`config.mk`:
```
export PLATFORM = sky130hd
export DESIGN_NAME = cp0_timer_intc_flat
export DESIGN_NICKNAME = d
export VERILOG_FILES = /design/src/rtl/cp0_timer_intc_if.sv /design/src/rtl/cp0_timer_intc.sv /design/src/flat_wrapper.sv
export SDC_FILE = /design/constraint.sdc
export NUM_CORES = 1
export LEC_CHECK = 0
export CAP_MARGIN = 20
export CORE_MARGIN = 3
export CORE_UTILIZATION = 50
export CTS_CLUSTER_SIZE = 20
export DETAILED_ROUTE_END_ITERATION = 8
export PLACE_DENSITY = 0.71
export REMOVE_ABC_BUFFERS = 1
export SLEW_MARGIN = 0
export SYNTH_ARGS = -nofsm -noshare
export SYNTH_HDL_FRONTEND = slang
export SYNTH_SLANG_ARGS = --single-unit
```
`constraint.sdc`:
```
create_clock -name clk -period 3.37 [get_ports clk]
set_input_delay 0.337 -clock clk [delete_from_list [all_inputs] [get_ports clk]]
set_output_delay 0.337 -clock clk [all_outputs]
set_load 0.02 [all_outputs]
```
`src/rtl/cp0_timer_intc_if.sv`:
```
`default_nettype none
// ============================================================================
// Module      : cp0_timer_intc_if
// Description : Local CSR access port between the CP0 register file and the
//               timer / interrupt controller block.
// Revision    : 1.0 - initial release
// ============================================================================
interface cp0_timer_intc_if;
    logic        csr_we;
    logic [3:0]  csr_addr;
    logic [31:0] csr_wdata;
    logic [31:0] csr_rdata;

    modport master (output csr_we, output csr_addr, output csr_wdata, input  csr_rdata);
    modport slave  (input  csr_we, input  csr_addr, input  csr_wdata, output csr_rdata);
endinterface
`default_nettype wire

```
`src/rtl/cp0_timer_intc.sv`:
```
`default_nettype none
// ============================================================================
// Module      : cp0_timer_intc
// Description : CP0 Count/Compare timer with NUM_TIMERS channels, hw_int
//               synchronisers and registered prioritised interrupt request.
// Revision    : 1.0 - initial release
// ============================================================================
module cp0_timer_intc #(
    parameter int NUM_TIMERS  = 1,
    parameter int COUNT_DIV   = 2,
    parameter int SYNC_STAGES = 2
) (
    input  logic                  clk,
    input  logic                  rst,
    cp0_timer_intc_if.slave       csr,
    input  logic [5:0]            hw_int,
    input  logic                  count_stall,
    input  logic [7:0]            status_im,
    input  logic                  status_ie,
    input  logic                  status_exl,
    output logic [7:0]            cause_ip,
    output logic [NUM_TIMERS-1:0] timer_ip,
    output logic                  int_req,
    output logic [2:0]            int_num
);

    localparam logic [3:0] c_presc_max = 4'(COUNT_DIV - 1);

    logic [3:0]            r_presc;
    logic [31:0]           r_count;
    logic                  w_tick;
    logic                  w_count_we;
    logic [NUM_TIMERS-1:0] r_enable;
    logic [NUM_TIMERS-1:0] r_periodic;
    logic [1:0]            r_swip;
    logic [31:0]           r_compare [NUM_TIMERS];
    logic [31:0]           r_period  [NUM_TIMERS];
    logic [NUM_TIMERS-1:0] r_timer_ip;
    logic [NUM_TIMERS-1:0] r_match_q;
    logic [NUM_TIMERS-1:0] w_eq;
    logic [NUM_TIMERS-1:0] w_pulse;
    logic [NUM_TIMERS-1:0] w_cmp_we;
    logic [NUM_TIMERS-1:0] w_per_we;
    logic [5:0]            r_sync [SYNC_STAGES];
    logic [5:0]            w_hs;
    logic [7:0]            w_pend;
    logic [2:0]            w_num;
    logic [31:0]           w_rdata;

    assign w_tick     = ~count_stall && (r_presc == c_presc_max);
    assign w_count_we = csr.csr_we && (csr.csr_addr == 4'd0);

    // A CSR write to Count restarts the prescaler and overrides any tick
    always_ff @(posedge clk) begin
        if (rst) begin
            r_presc <= '0;
            r_count <= '0;
        end else if (w_count_we) begin
            r_presc <= '0;
            r_count <= csr.csr_wdata;
        end else if (w_tick) begin
            r_presc <= '0;
            r_count <= r_count + 32'd1;
        end else if (!count_stall) begin
            r_presc <= r_presc + 4'd1;
        end
    end

    always_ff @(posedge clk) begin
        if (rst) begin
            r_enable   <= '1;
            r_periodic <= '0;
            r_swip     <= '0;
        end else if (csr.csr_we) begin
            if (csr.csr_addr == 4'd1) begin
                r_enable   <= csr.csr_wdata[NUM_TIMERS-1:0];
                r_periodic <= csr.csr_wdata[8 +: NUM_TIMERS];
            end
            if (csr.csr_addr == 4'd2) begin
                r_swip <= csr.csr_wdata[1:0];
            end
        end
    end

    always_comb begin
        w_eq     = '0;
        w_pulse  = '0;
        w_cmp_we = '0;
        w_per_we = '0;
        for (int i = 0; i < NUM_TIMERS; i++) begin
            w_eq[i]     = (r_count == r_compare[i]) && r_enable[i];
            w_pulse[i]  = w_eq[i] && !r_match_q[i];
            w_cmp_we[i] = csr.csr_we && (csr.csr_addr == 4'(4 + i));
            w_per_we[i] = csr.csr_we && (csr.csr_addr == 4'(8 + i));
        end
    end

    // Edge-detecting the coincidence fires each channel once, however long Count dwells
    always_ff @(posedge clk) begin
        if (rst) begin
            r_timer_ip <= '0;
            r_match_q  <= '0;
            for (int i = 0; i < NUM_TIMERS; i++) begin
                r_compare[i] <= 32'hFFFF_FFFF;
                r_period[i]  <= '0;
            end
        end else begin
            r_match_q <= w_eq;
            for (int i = 0; i < NUM_TIMERS; i++) begin
                if (w_cmp_we[i]) begin
                    r_compare[i]  <= csr.csr_wdata;
                    r_timer_ip[i] <= (csr.csr_wdata == r_count);
                end else if (w_pulse[i]) begin
                    r_timer_ip[i] <= 1'b1;
                    if (r_periodic[i]) begin
                        r_compare[i] <= r_compare[i] + r_period[i];
                    end
                end
                if (w_per_we[i]) begin
                    r_period[i] <= csr.csr_wdata;
                end
            end
        end
    end

    always_ff @(posedge clk) begin
        if (rst) begin
            for (int s = 0; s < SYNC_STAGES; s++) begin
                r_sync[s] <= '0;
            end
        end else begin
            r_sync[0] <= hw_int;
            for (int s = 1; s < SYNC_STAGES; s++) begin
                r_sync[s] <= r_sync[s-1];
            end
        end
    end

    assign w_hs     = r_sync[SYNC_STAGES-1];
    assign cause_ip = {w_hs[5] | (|r_timer_ip), w_hs[4:0], r_swip};
    assign w_pend   = cause_ip & status_im;
    assign timer_ip = r_timer_ip;

    // Later iterations overwrite earlier ones, leaving the highest pending index
    always_comb begin
        w_num = '0;
        for (int b = 0; b < 8; b++) begin
            if (w_pend[b]) begin
                w_num = 3'(b);
            end
        end
    end

    always_ff @(posedge clk) begin
        if (rst) begin
            int_req <= 1'b0;
            int_num <= '0;
        end else begin
            int_req <= status_ie && !status_exl && (|w_pend);
            int_num <= w_num;
        end
    end

    always_comb begin
        w_rdata = '0;
        case (csr.csr_addr)
            4'd0:    w_rdata = r_count;
            4'd1:    w_rdata = (32'(r_periodic) << 8) | 32'(r_enable);
            4'd2:    w_rdata = {30'd0, r_swip};
            default: w_rdata = '0;
        endcase
        for (int i = 0; i < NUM_TIMERS; i++) begin
            if (csr.csr_addr == 4'(4 + i)) w_rdata = r_compare[i];
            if (csr.csr_addr == 4'(8 + i)) w_rdata = r_period[i];
        end
    end

    assign csr.csr_rdata = w_rdata;

endmodule
`default_nettype wire

```
`src/flat_wrapper.sv`:
```
// flat-port wrapper written by rule: the top's interface ports become plain ports
module cp0_timer_intc_flat 
#(
    parameter int NUM_TIMERS  = 1,
    parameter int COUNT_DIV   = 2,
    parameter int SYNC_STAGES = 2
)
  (clk, rst, hw_int, count_stall, status_im, status_ie, status_exl, cause_ip, timer_ip, int_req, int_num, csr_csr_we, csr_csr_addr, csr_csr_wdata, csr_csr_rdata);
  cp0_timer_intc_if csr_i ();
  input  logic clk;
  input  logic rst;
  input  logic [5:0] hw_int;
  input  logic count_stall;
  input  logic [7:0] status_im;
  input  logic status_ie;
  input  logic status_exl;
  output logic [7:0] cause_ip;
  output logic [NUM_TIMERS-1:0] timer_ip;
  output logic int_req;
  output logic [2:0] int_num;
  input wire logic [$bits(csr_i.csr_we)-1:0] csr_csr_we;
  input wire logic [$bits(csr_i.csr_addr)-1:0] csr_csr_addr;
  input wire logic [$bits(csr_i.csr_wdata)-1:0] csr_csr_wdata;
  output wire logic [$bits(csr_i.csr_rdata)-1:0] csr_csr_rdata;
  assign csr_i.csr_we = csr_csr_we;
  assign csr_i.csr_addr = csr_csr_addr;
  assign csr_i.csr_wdata = csr_csr_wdata;
  assign csr_csr_rdata = csr_i.csr_rdata;
  cp0_timer_intc #(.NUM_TIMERS(NUM_TIMERS), .COUNT_DIV(COUNT_DIV), .SYNC_STAGES(SYNC_STAGES)) u_core (.clk(clk), .rst(rst), .csr(csr_i), .hw_int(hw_int), .count_stall(count_stall), .status_im(status_im), .status_ie(status_ie), .status_exl(status_exl), .cause_ip(cause_ip), .timer_ip(timer_ip), .int_req(int_req), .int_num(int_num));
endmodule
```
; ---- Word level (Yosys, flattened, before mapping)
; Memories as Yosys holds them, arrays and structs flattened.
; Cells that the tools add are included.
[word_totals]
reg_bits = 46
latchBits = 0
ramBits = 76
mem_bits_ro = 0
in_bits = 56
output_inout_bits = 45
wordCells = 84
n_memories = 3
[op_classes]
add_sub_neg = 3
multipliers = 0
div = 0
order_cmp = 0
eq_ne = 7
shift = 0
mux = 36
bitwise = 6
n_reduce_logical = 20
[memory_table]
columns = memory, words, word_bits, rd, rd_clocked_by_memory_dff, wr, line_no
row1 = u_core.r_compare, 1, 32, 1, 0, 1, cp0_timer_intc.sv:36  ; logic [31:0] r_compare [NUM_TIMERS];
row2 = u_core.r_period, 1, 32, 1, 0, 1, cp0_timer_intc.sv:37  ; logic [31:0] r_period [NUM_TIMERS];
row3 = u_core.r_sync, 2, 6, 2, 0, 2, cp0_timer_intc.sv:44  ; logic [5:0] r_sync [SYNC_STAGES];
[op_table]
columns = cell, n
row1 = $mux 32, 7
row2 = $pmux 32 s3, 1
row3 = $reduce_or 32->1, 3
row4 = $eq 32x32->1, 2
row5 = $add 32x1->32 const B, 1
row6 = $add 32x32->32, 1
row7 = $mux 1, 20
row8 = $mux 3, 4
row9 = $mux 6, 2
row10 = $or 9x1->9, 1
row11 = $and 8x8->8, 1
row12 = $eq 4x1->1 const B, 2
row13 = $logic_and 1x1->1, 8
row14 = $reduce_or 8->1, 1
row15 = $add 4x1->4 const B, 1
row16 = $eq 4x2->1 const B, 1
row17 = $eq 4x3->1 const B, 1
row18 = $eq 4x4->1 const B, 1
row19 = $logic_not 4->1, 1
row20 = $mux 2, 2
row21 = $reduce_and 2->1, 2
row22 = $reduce_bool 2->1, 2
row23 = $or 1x1->1, 3
row24 = $reduce_or 3->1, 1
row25 = 2 further kinds, 3

; ---- Logic depth before layout (Yosys ltp)
; An unclocked memory read counts as a cell.
[depth]
depth_word = 10
mapped_depth = 9
depth_no_buf = 9

; ---- Worst setup path after synthesis
; OpenSTA, ideal clock, no wires.
[synth_timing]
path_kind = reg-to-reg
startpoint = memory u_core.r_compare[0][0]
endpoint = memory u_core.r_compare[0][26], data pin
setup_time_ns = 0.261
arrival_time_ns = 2.320
required_ns = 3.109
slack_ns = 0.790
stages_incl_launch_ff = 10
path_buffers = 0
period_less_slack_ns = 2.580
cell_sequence = edfxtp_1 -> ha_1 -> fa_1 -> a21o_1 -> a31oi_1 -> nor2_1 -> a221o_1 -> a21boi_0 -> xor2_1 -> a21oi_1
[synth_via]
elab_chain_cells = 10
word_cells_on_any_way = 11
cone_classes = add/sub (1) / eq/ne (1) / mux (5) / reduce/logical (3) / memory (1)
[synth_lines]
columns = element, line_no
row1 = from (decl), cp0_timer_intc.sv:36
row2 = $mem_v2 1x32 *, -
row3 = $eq 32x32->1, cp0_timer_intc.sv:91  ; w_eq[i] = (r_count == r_compare[i]) && r_enable[i];
row4 = $logic_and 1x1->1, cp0_timer_intc.sv:91
row5 = $logic_and 1x1->1, cp0_timer_intc.sv:92  ; w_pulse[i] = w_eq[i] && !r_match_q[i];
row6 = $mux 1, cp0_timer_intc.sv:113  ; end else if (w_pulse[i]) begin
row7 = $mux 1, cp0_timer_intc.sv:110  ; if (w_cmp_we[i]) begin
row8 = $mux 1, cp0_timer_intc.sv:100  ; if (rst) begin
row9 = $mux 1 (not written as such), cp0_timer_intc.sv:116  ; r_compare[i] <= r_compare[i] + r_period[i];
row10 = $reduce_or 32->1 (no line), -
row11 = $mux 32 (no line) *, -
; Every way passes the cells marked *; elsewhere a longest branch is shown, timed or not.

; ---- Worst setup path after layout
[layout_timing]
startpoint = memory u_core.r_compare[0][0]
endpoint = memory u_core.r_compare[0][24], data pin
; The elaborated chain is that of the path after synthesis.

==> flow_summary.ini <==
[critical_path]
critical_path_class = register to register
crit_path_frequent_cell = nor3_1
worstPathArrival_ps = 3270
critical_path.top_delay_family = compound AO/OA/AOI/OAI gates
end_kind = register
cp_num_cells = 9
crit_buf_inv = 0
crit_chain = ha_1 -> fa_1 -> a21o_1 -> a31oi_1 -> nor3_1 -> o211ai_1 -> a211oi_1 -> o311a_1 -> nor3_1
slowest_stage = edfxtp_1
required_ps = 3630
cpPeakStageDelay_ps = 430
crit_end = u_core.r_compare[0][24]$_DFFE_PP_
rr_startpoint = u_core.r_compare[0][0]$_DFFE_PP_
rr_worst_depth = 9
startpoint_type = register
cp_max_fo = 3
crit_path_start = u_core.r_compare[0][0]$_DFFE_PP_
rrSetupSlack_ps = 360
r2r_end = u_core.r_compare[0][24]$_DFFE_PP_

[clock_tree]
ctsResizeCount = 0
cts_tree = built
cts_buffers = 17
path_clk_slew_ps = 60
postCtsHoldBufs = 0
postCtsSetupRepairBufs = 0
cts-root-buf = clkbuf_16
worstSkewPairLatency_ps = 430
clock_sinks = 122
h-tree-depth = 4
clockBufferDepth = 2

[synthesis]
synth_cell_types = 77
synth_flop_cell = edfxtp_1
syn_area_um2 = 8452
synth-edff-count = 64
synth_seq_area_share = 0.3648
async_flop_share = 0
synth_top_area_cell = edfxtp_1
yosys_register_bits = 122
synth_top_area_share = 0.2274
synth_commonest_cells = nor2_1, xor2_1, edfxtp_1, a21oi_1, dfxtp_1
synthCells = 919
ys_warn_count = 0
syn_area_per_cell_um2 = 9.197
synth_area_leaders = edfxtp_1, dfxtp_1, xor2_1

[power]
p_int_w = 0.003084
switchingPower_w = 0.001106
power_frac_seq = 0.395
combPwrFrac = 0.150
swShare = 0.2639
power_leakage_nw = 3.898
p_per_area_nw_per_um2 = 413.1
clkPwrFrac = 0.455
ir_worst_vdd_v = 0.0003580

[die]
fp.dieH_um = 136.0
initial_core_util = 0.5207
die_w_um = 136.0
core_um2 = 16230
rows = 46
io_pins = 101
die_area_um2 = 18500

[grt]
grt_pass1_wl_um = 38960
grt_max_degree = 59
antenna_found_initial = 0
grt_pass1_vias = 6917
grtUsageTotal = 0.2755
grt_overflow = 0

[layout]
final_cells = 1213
areaGrowthSynthToFinish_pct = 20.00
nets = 1075
drive_above_1_share = 0.08325
diodes = 0

[timing]
layout_min_cycle_time_ps = 3008
finalMaxSlewViolations = 0
fin_ws_ps = 361.8
period_share = 0.8926
fin_tns_setup_ps = 0
skew_ps = 7.628
rsz0062_at_grt = no
timing_worst_slew_pin_value_ps = 671.0
slew_headroom = 0.5527
max_freq_mhz = 332.4
finalSetupViolCount = 0
finalHoldViolations = 0

[detailed_routing]
vias_per_cell = 6.141
drcViolationCount = 0
drt-pass1-iter-count = 7
postRouteAntennaNets = 0
wl_um = 25390
drt_first_iter_violations = 779
wl_per_cell_um = 20.93
route.vias.total = 7449

[placed_design]
post-place-ws_ps = 394.7
dp_cells = 1181
dpl.hpwl_um = 18140
io_buffers = 100
gp_congestion = 0.9662

[run]
maxCapViolations = 0

[worst_hold_path]
hp-class = input port to register

[outcome]
status = finished, final reports clean
## final cells by class
class | instances | area, µm²
clock buffer | 24 | 545.5
fill | 1441 | 6088
clock inverter | 8 | 75.07
tap | 216 | 270.3
timing repair buffer | 120 | 1209
multi-input combinational | 683 | 4810
sequential | 122 | 3083
inverter | 40 | 150.1
## sequential cells by signal (all words and copies together), names as in the netlist
| signal | count |
|---|---|
| u_core.r_compare | 32 |
| u_core.r_count | 32 |
| u_core.r_period | 32 |
| u_core.r_sync | 12 |
| u_core.r_presc | 4 |
| u_core.int_num | 3 |
| u_core.r_swip | 2 |
| u_core.int_req | 1 |
| u_core.r_enable | 1 |
| u_core.r_match_q | 1 |
| u_core.r_periodic | 1 |
| u_core.timer_ip | 1 |
## how the worst min path moves through the flow
| stage | startpoint | end | slack [ps] | depth (start not counted) |
|---|---|---|---|---|
| floorplan | rst | u_core.r_count[24]$_SDFFE_PP0P_ | 400 | 1 |
| global placement | u_core.r_sync[0][5]$_SDFF_PP0_ | u_core.r_sync[0][11]$_SDFF_PP0_ | 420 | 1 |
| detailed placement | u_core.r_sync[0][0]$_SDFF_PP0_ | u_core.r_sync[0][6]$_SDFF_PP0_ | 430 | 1 |
| CTS | rst | u_core.timer_ip$_SDFFE_PP0P_ | 280 | 4 |
| global route | rst | u_core.timer_ip$_SDFFE_PP0P_ | 320 | 4 |
| finish | rst | u_core.timer_ip$_SDFFE_PP0P_ | 300 | 4 |
## stage by stage
stage	utilization	power (W)	hold slack [ps]	area [µm²]
3_5_place_dp	0.5866	0.002301	427.1	9522
6_report	0.6249	0.004189	297.0	10140
5_1_grt	0.6249	0.004314	319.5	10140
2_1_floorplan	-	0.002020	401.6	8019
4_1_cts	0.6249	0.004200	275.8	10140
3_3_place_gp	0.5866	0.002299	416.2	9522
## worst reg2reg max path, delay by kind of cell (launching register included)
kind / cells / cell delay (ps)
AO/OA/AOI/OAI: 5 / 1420
adder cells (fa/ha/maj): 2 / 670
flip-flops: 1 / 430
AND/OR/NAND/NOR: 2 / 310
## routing by layer
metal	track usage	up-vias	wire, µm
li1	-	3497	-
met1	0.3901	3542	11340
met2	0.4150	353	11040
met3	0.05255	57	2189
met4	0.1103	0	827
met5	0	-	0
## power groups by stage
stage	registers, W	logic [W]	clock network, W
global route	0.00166	0.000679	0.00198
CTS	0.00165	0.000622	0.00192
floorplan	0.00168	0.000339	0
global placement	0.00168	0.000616	0
finish	0.00165	0.000629	0.00191
detailed placement	0.00168	0.000617	0
## cell usage in the layout (no fill, tap or decap), types with 5 or more instances in the layout
| master | count |
|---|---|
| ha_1 | 34 |
| nor2b_1 | 12 |
| a222oi_1 | 30 |
| a31oi_1 | 6 |
| buf_12 | 5 |
| clkbuf_16 | 20 |
| a21o_1 | 13 |
| inv_1 | 40 |
| nand2_1 | 43 |
| buf_4 | 15 |
| clkdlybuf4s50_1 | 99 |
| o21ai_0 | 21 |
| o21a_1 | 5 |
| nand3b_1 | 8 |
| xnor2_1 | 23 |
| nand4_1 | 15 |
| a211oi_1 | 29 |
| mux2i_1 | 8 |
| nor3_1 | 12 |
| edfxtp_1 | 64 |
| and2_1 | 34 |
| o211ai_1 | 5 |
| nor2_1 | 99 |
| nand3_1 | 20 |
| nor4_1 | 25 |
| dfxtp_1 | 58 |
| a21oi_1 | 60 |
| xor2_1 | 99 |
## kinds of logic (layout without fill, tap and decap cells)
kind of cell / Yosys count / count (layout) / synth area share
AO/OA/AOI/OAI: 207 / 207 / 0.1742
XOR/XNOR: 122 / 122 / 0.1264
adder cells (fa/ha/maj): 35 / 35 / 0.05270
buffers and inverters: 114 / 192 / 0.06899
flip-flops: 122 / 122 / 0.3648
multiplexers: 9 / 9 / 0.01081
AND/OR/NAND/NOR: 310 / 310 / 0.2021
No activity file was read; power rests on OpenSTA's default activity.
